## config.mk

```make
export PLATFORM = sky130hd
export DESIGN_NAME = led_seq_ctrl
export DESIGN_NICKNAME = d
export VERILOG_FILES = /design/src/rtl/led_seq_pkg.sv /design/src/rtl/led_seq_tick.sv /design/src/rtl/led_seq_ctrl.sv
export SDC_FILE = /design/constraint.sdc
export NUM_CORES = 1
export LEC_CHECK = 0
export BUFFER_PORTS_ARGS = -buffer_cell sky130_fd_sc_hd__buf_2
export CAP_MARGIN = 20
export CORE_MARGIN = 2
export CORE_UTILIZATION = 56
export CTS_CLUSTER_SIZE = 8
export DETAILED_ROUTE_END_ITERATION = 7
export GPL_TIMING_DRIVEN = 1
export PLACE_DENSITY = 0.79
export SYNTH_ARGS = -nofsm -noshare
export SYNTH_HDL_FRONTEND = slang
export SYNTH_SLANG_ARGS = --single-unit
```

## constraint.sdc

```tcl
create_clock -name m_clock -period 3.1 [get_ports m_clock]
set_clock_uncertainty 0.2 [all_clocks]
set_input_delay 0 -clock m_clock [delete_from_list [all_inputs] [get_ports m_clock]]
set_output_delay 0 -clock m_clock [all_outputs]
set_load 0.03 [all_outputs]
```

## src/rtl/led_seq_pkg.sv

```systemverilog
// led_seq_pkg: shared types and constants for the LED blink sequencer.
// Holds the controller state encoding, the 4-bit count/period widths and
// the default prescaler divide ratio. No ports.
package led_seq_pkg;

  localparam int CNT_W        = 4;   // blink count width
  localparam int PER_W        = 4;   // phase length code width
  localparam int TICK_DIV_DEF = 16;  // default clock cycles per tick

  typedef enum logic [1:0] {
    ST_IDLE = 2'd0,
    ST_ON   = 2'd1,
    ST_OFF  = 2'd2,
    ST_DONE = 2'd3
  } led_state_e;

endpackage

```

## src/rtl/led_seq_tick.sv

```systemverilog
// led_seq_tick: free-running prescaler that produces one tick every TICK_DIV
// enabled cycles. Counts 0..TICK_DIV-1 and wraps; tick is high while the count
// sits at TICK_DIV-1 and enable is high.
// Ports: m_clock, p_reset (sync, active-high), clear (restart at 0),
//        enable (advance), tick (terminal-count strobe).
module led_seq_tick #(
  parameter int TICK_DIV = 16
) (
  input  logic m_clock,
  input  logic p_reset,
  input  logic clear,
  input  logic enable,
  output logic tick
);

  localparam int             CW   = (TICK_DIV > 2) ? $clog2(TICK_DIV) : 1;
  localparam logic [CW-1:0]  LAST = CW'(TICK_DIV - 1);

  logic [CW-1:0] pre_cnt;

  always_ff @(posedge m_clock) begin
    if (p_reset || clear) begin
      pre_cnt <= '0;
    end else if (enable) begin
      pre_cnt <= (pre_cnt == LAST) ? '0 : pre_cnt + CW'(1);
    end
  end

  assign tick = enable & (pre_cnt == LAST);

endmodule

```

## src/rtl/led_seq_ctrl.sv

```systemverilog
// led_seq_ctrl: accepts blink commands (count, phase length) over a
// valid/ready handshake and drives an LED through ON/OFF phases, each lasting
// (period+1)*TICK_DIV cycles, then pulses done for one cycle.
// Ports: m_clock, p_reset (sync, active-high); req_valid/req_ready/req_count/
//        req_period command input; led, busy, remaining, done status outputs;
//        abort (only when LED_SEQ_ABORT_EN is defined) cancels the active command.
// Optional feature macro: LED_SEQ_ABORT_EN.
module led_seq_ctrl
  import led_seq_pkg::*;
#(
  parameter int TICK_DIV = TICK_DIV_DEF
) (
  input  logic             m_clock,
  input  logic             p_reset,
  input  logic             req_valid,
  output logic             req_ready,
  input  logic [CNT_W-1:0] req_count,
  input  logic [PER_W-1:0] req_period,
  output logic             led,
  output logic             busy,
  output logic [CNT_W-1:0] remaining,
  output logic             done
`ifdef LED_SEQ_ABORT_EN
  ,
  input  logic             abort
`endif
);

  led_state_e       state_q;
  led_state_e       state_d;
  logic [PER_W-1:0] period_q;
  logic [PER_W-1:0] phase_cnt;
  logic             tick;
  logic             xfer;
  logic             phase_end;
  logic             phase_clr;
  logic             tick_en;
  logic             abort_hit;
  logic             led_d;
  logic             busy_d;
  logic             done_d;
  logic [CNT_W-1:0] remaining_d;

  assign req_ready = (state_q == ST_IDLE);
  assign xfer      = req_valid & req_ready;
  assign tick_en   = (state_q == ST_ON) || (state_q == ST_OFF);

  // A phase ends on the tick that completes its (period+1)-th tick.
  assign phase_end = tick && (phase_cnt == period_q);

  // Every state change is a phase entry: restart both timing counters.
  assign phase_clr = (state_d != state_q);

`ifdef LED_SEQ_ABORT_EN
  assign abort_hit = abort & tick_en;
`else
  assign abort_hit = 1'b0;
`endif

  led_seq_tick #(
    .TICK_DIV (TICK_DIV)
  ) u_tick (
    .m_clock (m_clock),
    .p_reset (p_reset),
    .clear   (phase_clr),
    .enable  (tick_en),
    .tick    (tick)
  );

  // State register
  always_ff @(posedge m_clock) begin
    if (p_reset) begin
      state_q <= ST_IDLE;
    end else begin
      state_q <= state_d;
    end
  end

  // Next-state logic
  always_comb begin
    state_d = state_q;
    case (state_q)
      ST_IDLE: begin
        if (xfer) begin
          state_d = (req_count == '0) ? ST_DONE : ST_ON;
        end
      end
      ST_ON: begin
        if (abort_hit) begin
          state_d = ST_DONE;
        end else if (phase_end) begin
          state_d = ST_OFF;
        end
      end
      ST_OFF: begin
        if (abort_hit) begin
          state_d = ST_DONE;
        end else if (phase_end) begin
          state_d = (remaining != '0) ? ST_ON : ST_DONE;
        end
      end
      ST_DONE: begin
        state_d = ST_IDLE;
      end
      default: begin
        state_d = ST_IDLE;
      end
    endcase
  end

  // Output logic: decode the next state so the registered outputs line up
  // with the state they describe.
  always_comb begin
    led_d       = (state_d == ST_ON);
    busy_d      = (state_d != ST_IDLE);
    done_d      = (state_d == ST_DONE);
    remaining_d = remaining;
    if (xfer) begin
      remaining_d = (req_count == '0) ? '0 : req_count - CNT_W'(1);
    end else if (abort_hit) begin
      remaining_d = '0;
    end else if ((state_q == ST_OFF) && phase_end && (remaining != '0)) begin
      remaining_d = remaining - CNT_W'(1);
    end
  end

  always_ff @(posedge m_clock) begin
    if (p_reset) begin
      led       <= 1'b0;
      busy      <= 1'b0;
      done      <= 1'b0;
      remaining <= '0;
    end else begin
      led       <= led_d;
      busy      <= busy_d;
      done      <= done_d;
      remaining <= remaining_d;
    end
  end

  // Command latch and tick-within-phase counter. The counter never exceeds
  // period_q because reaching it ends the phase and clears it.
  always_ff @(posedge m_clock) begin
    if (p_reset) begin
      period_q  <= '0;
      phase_cnt <= '0;
    end else begin
      if (xfer) begin
        period_q <= req_period;
      end
      if (phase_clr) begin
        phase_cnt <= '0;
      end else if (tick) begin
        phase_cnt <= phase_cnt + PER_W'(1);
      end
    end
  end

endmodule

```

==> out/qor.yml <==
timing:
  rsz0062_at_grt: "false"
  worst_pin_slew_ns: 0.5581
  setup_ws_ns: 0.2024
  setup_violations: 0
  max_freq_mhz: 345.1
  finalHoldViolCount: 0
  min_period_ns: 2.898
  period_share_pct: 93.47
  slew_headroom_pct: 62.79
  setup_tns_ns: 0
  slew_viol_final: 0
layout:
  layout.nets: 208
  final_common_cell: "dfxtp_1"
  instances_no_fill: 216
  drive_gt1_share_pct: 18.62
  n_antenna_cell: 0
  final_cell_mix: "dfxtp_1, nand2_1, buf_2, nor2_1, a21oi_1"
  syn_to_final_growth_pct: 19.51
critical_path:
  reg2reg_slack_ns: 0.20
  crit_required_ns: 3.17
  arrival_ns: 2.97
  r2r_cells: 8
  r2r_end: "remaining[0]"
  cp_max_fo: 7
  endpoint_kind: "flip-flop"
  critical_path_class: "flip-flop to flip-flop"
  worst_r2r_startpoint: "state_q[1]"
  crit_path_start_kind: "flip-flop"
global_routing:
  gr-total-overflow: 0
  grt_pass1_vias: 1191
  grt_max_degree: 16
  antenna_found_initial: 0
  track_usage_pct: 25.26
  grt_first_pass_wirelength_mm: 5.002
synth:
  synthesis.area_mm2: 0.001289
  synthXorXnorAreaFrac_pct: 6.117
  yosys.area_share.simple_pct: 29.71
  ys_ff_latch: 21
  syn_nets: 179
  synth_area_per_cell_um2: 8.055
  yosysWarnings: 0
  synth_top_area_share_pct: 32.62
  synth_async_sr_flop_share_pct: 0
  synth_compound_area_share_pct: 18.35
  synth_adder_area_share_pct: 7.767
  ys_seq_area_share_pct: 32.62
  synthCells: 160
  synth_edf_count: 0
  ys.flop_type: "dfxtp_1"
  synth_top_family_by_area: "simple AND/OR/NAND/NOR gates"
  synth_mux_area_share_pct: 1.553
  yosys.area.top_type: "dfxtp_1"
  synthTopCellsByArea: "dfxtp_1, ha_1, nand2_1"
  ys_types: 37
route:
  top_layer: "met4"
  met3WireLength_um: 103
  drc: 0
  wl_per_cell_um: 14.05
  wirelength_mm: 3.034
  drt_iter0_drc: 36
  ant_nets: 0
  via_per_inst: 5.750
  wl_met1_mm: 1.296
  first_pass_iters: 4
  dr_wl_met2_mm: 1.564
  vias: 1242
power:
  power.static_leakage_nw: 0.6514
  power_density_mw_per_mm2: 630.3
  ir_worst_vdd_mv: 0.4346
floorplan:
  start_util_pct: 58.82
  io_pins: 19
  fp.dieW_um: 51.97
  row_count: 17
  fp.dieH_um: 51.97
  die-area_mm2: 0.002701
  core_mm2: 0.002191
clock_tree:
  clock-sinks: 21
  clock-root-buffer: "clkbuf_4"
  cts_buffer_depth: 2
  htreeDepth: 1
  cts_tree: "done"
  clkLatencyLatePin_ns: 0.32
  path_clk_slew_ns: 0.12
  cts_buffers: 3
placed_design:
  routabilityCongestion: 0.8668
  dp.cells: 200
  io_buffers: 18
  hpwlAfterDp_mm: 2.111
  pre_cts_ws_ns: 0.5822
min_path:
  whs_path_depth: 5
  worstHoldStart: "req_count[2]"
  min_path_type: "primary input to flip-flop"
  hold_end: "remaining[1]"
run:
  drv_cap: 0
outcome:
  run_status: "finished clean"
[registers in the layout (all words and copies together) (netlist names)]
register,flops
done,1
period_q,4
remaining,4
phase_cnt,4
led,1
busy,1
u_tick.pre_cnt,4
state_q,2
[area by class of cell]
class	instances	area, µm²
Timing Repair Buffer	30	210.2
Inverter	7	26.28
Fill cell	162	650.6
Tap cell	28	35.03
Multi-Input combinational cell	126	820.8
Sequential cell	21	420.4
Clock inverter	1	5.005
Clock buffer	3	22.52
[synth_stat cells, types with 2 or more instances]
master     n
nand3_1    6
nand2_1   20
a21oi_1   14
clkbuf_1   5
dfxtp_1   21
mux2i_1    2
nor4_1     2
or3_1      2
o21ai_0    8
a31o_2     2
nor3_1    11
nor2_1    16
a31oi_1    4
xor2_1     8
nand4_1    3
nor2b_1    2
inv_1      7
ha_1       8
[worst max-delay path, cell delays in order, from the launching register on]
cell,delay [ns]
dfxtp_1,0.43
inv_1,0.14
ha_2,0.42
nand4_2,0.18
nor2_4,0.26
a31oi_4,0.14
or3_1,0.37
a21oi_1,0.14
dlygate4sd3_1,0.55
[through the flow]
stage                     hold WS (ns)  utilization [%]  cell area (µm²)  power (W)
after global placement         0.04279            63.45             1390  0.0007875
after floorplan               -0.06403                -             1289  0.0007016
after global routing            0.1192            70.30             1540   0.001039
after detailed placement       0.05078            63.45             1390  0.0008041
final                          0.07144            70.30             1540  0.0009708
after CTS                      0.06847            70.19             1538  0.0009587
[worst max-delay path by stage]
stage	slack, ns	startpoint	endpoint
final	0.20	state_q[1]	remaining[0]
after global routing	0.02	state_q[1]	remaining[0]
after CTS	0.21	state_q[1]	remaining[0]
after detailed placement	0.58	state_q[1]	phase_cnt[2]
after global placement	0.69	state_q[1]	phase_cnt[3]
after floorplan	0.87	state_q[1]	phase_cnt[0]
[timing repair]
action | in CTS | in global routing
setup endpoints to repair | 0 | 1
gates resized for setup | 0 | 1
endpoints found under the hold margin | 8 | 0
setup buffers | 0 | 0
hold buffers | 12 | 0
[layer usage]
metal  track usage [%]  up-vias
met3             3.448        7
li1                  -      618
met2             47.89       33
met5                 0        -
met1             26.30      584
met4             13.60        0
[cell families (layout without fill, tap and decap cells)]
logic type,Yosys count,after routing
AND/OR/NAND/NOR,72,72
AO/OA/AOI/OAI,35,35
flip-flops,21,21
buffers and inverters,13,41
XOR/XNOR,9,9
adder cells (fa/ha/maj),8,8
multiplexers,2,2
[power by group]
| part | switching (W) | internal, W |
|---|---|---|
| sequential | 0.0000370 | 0.000314 |
| clock | 0.0000920 | 0.0000485 |
| combinational | 0.000305 | 0.000175 |
Power figures use the tool's default switching activity.
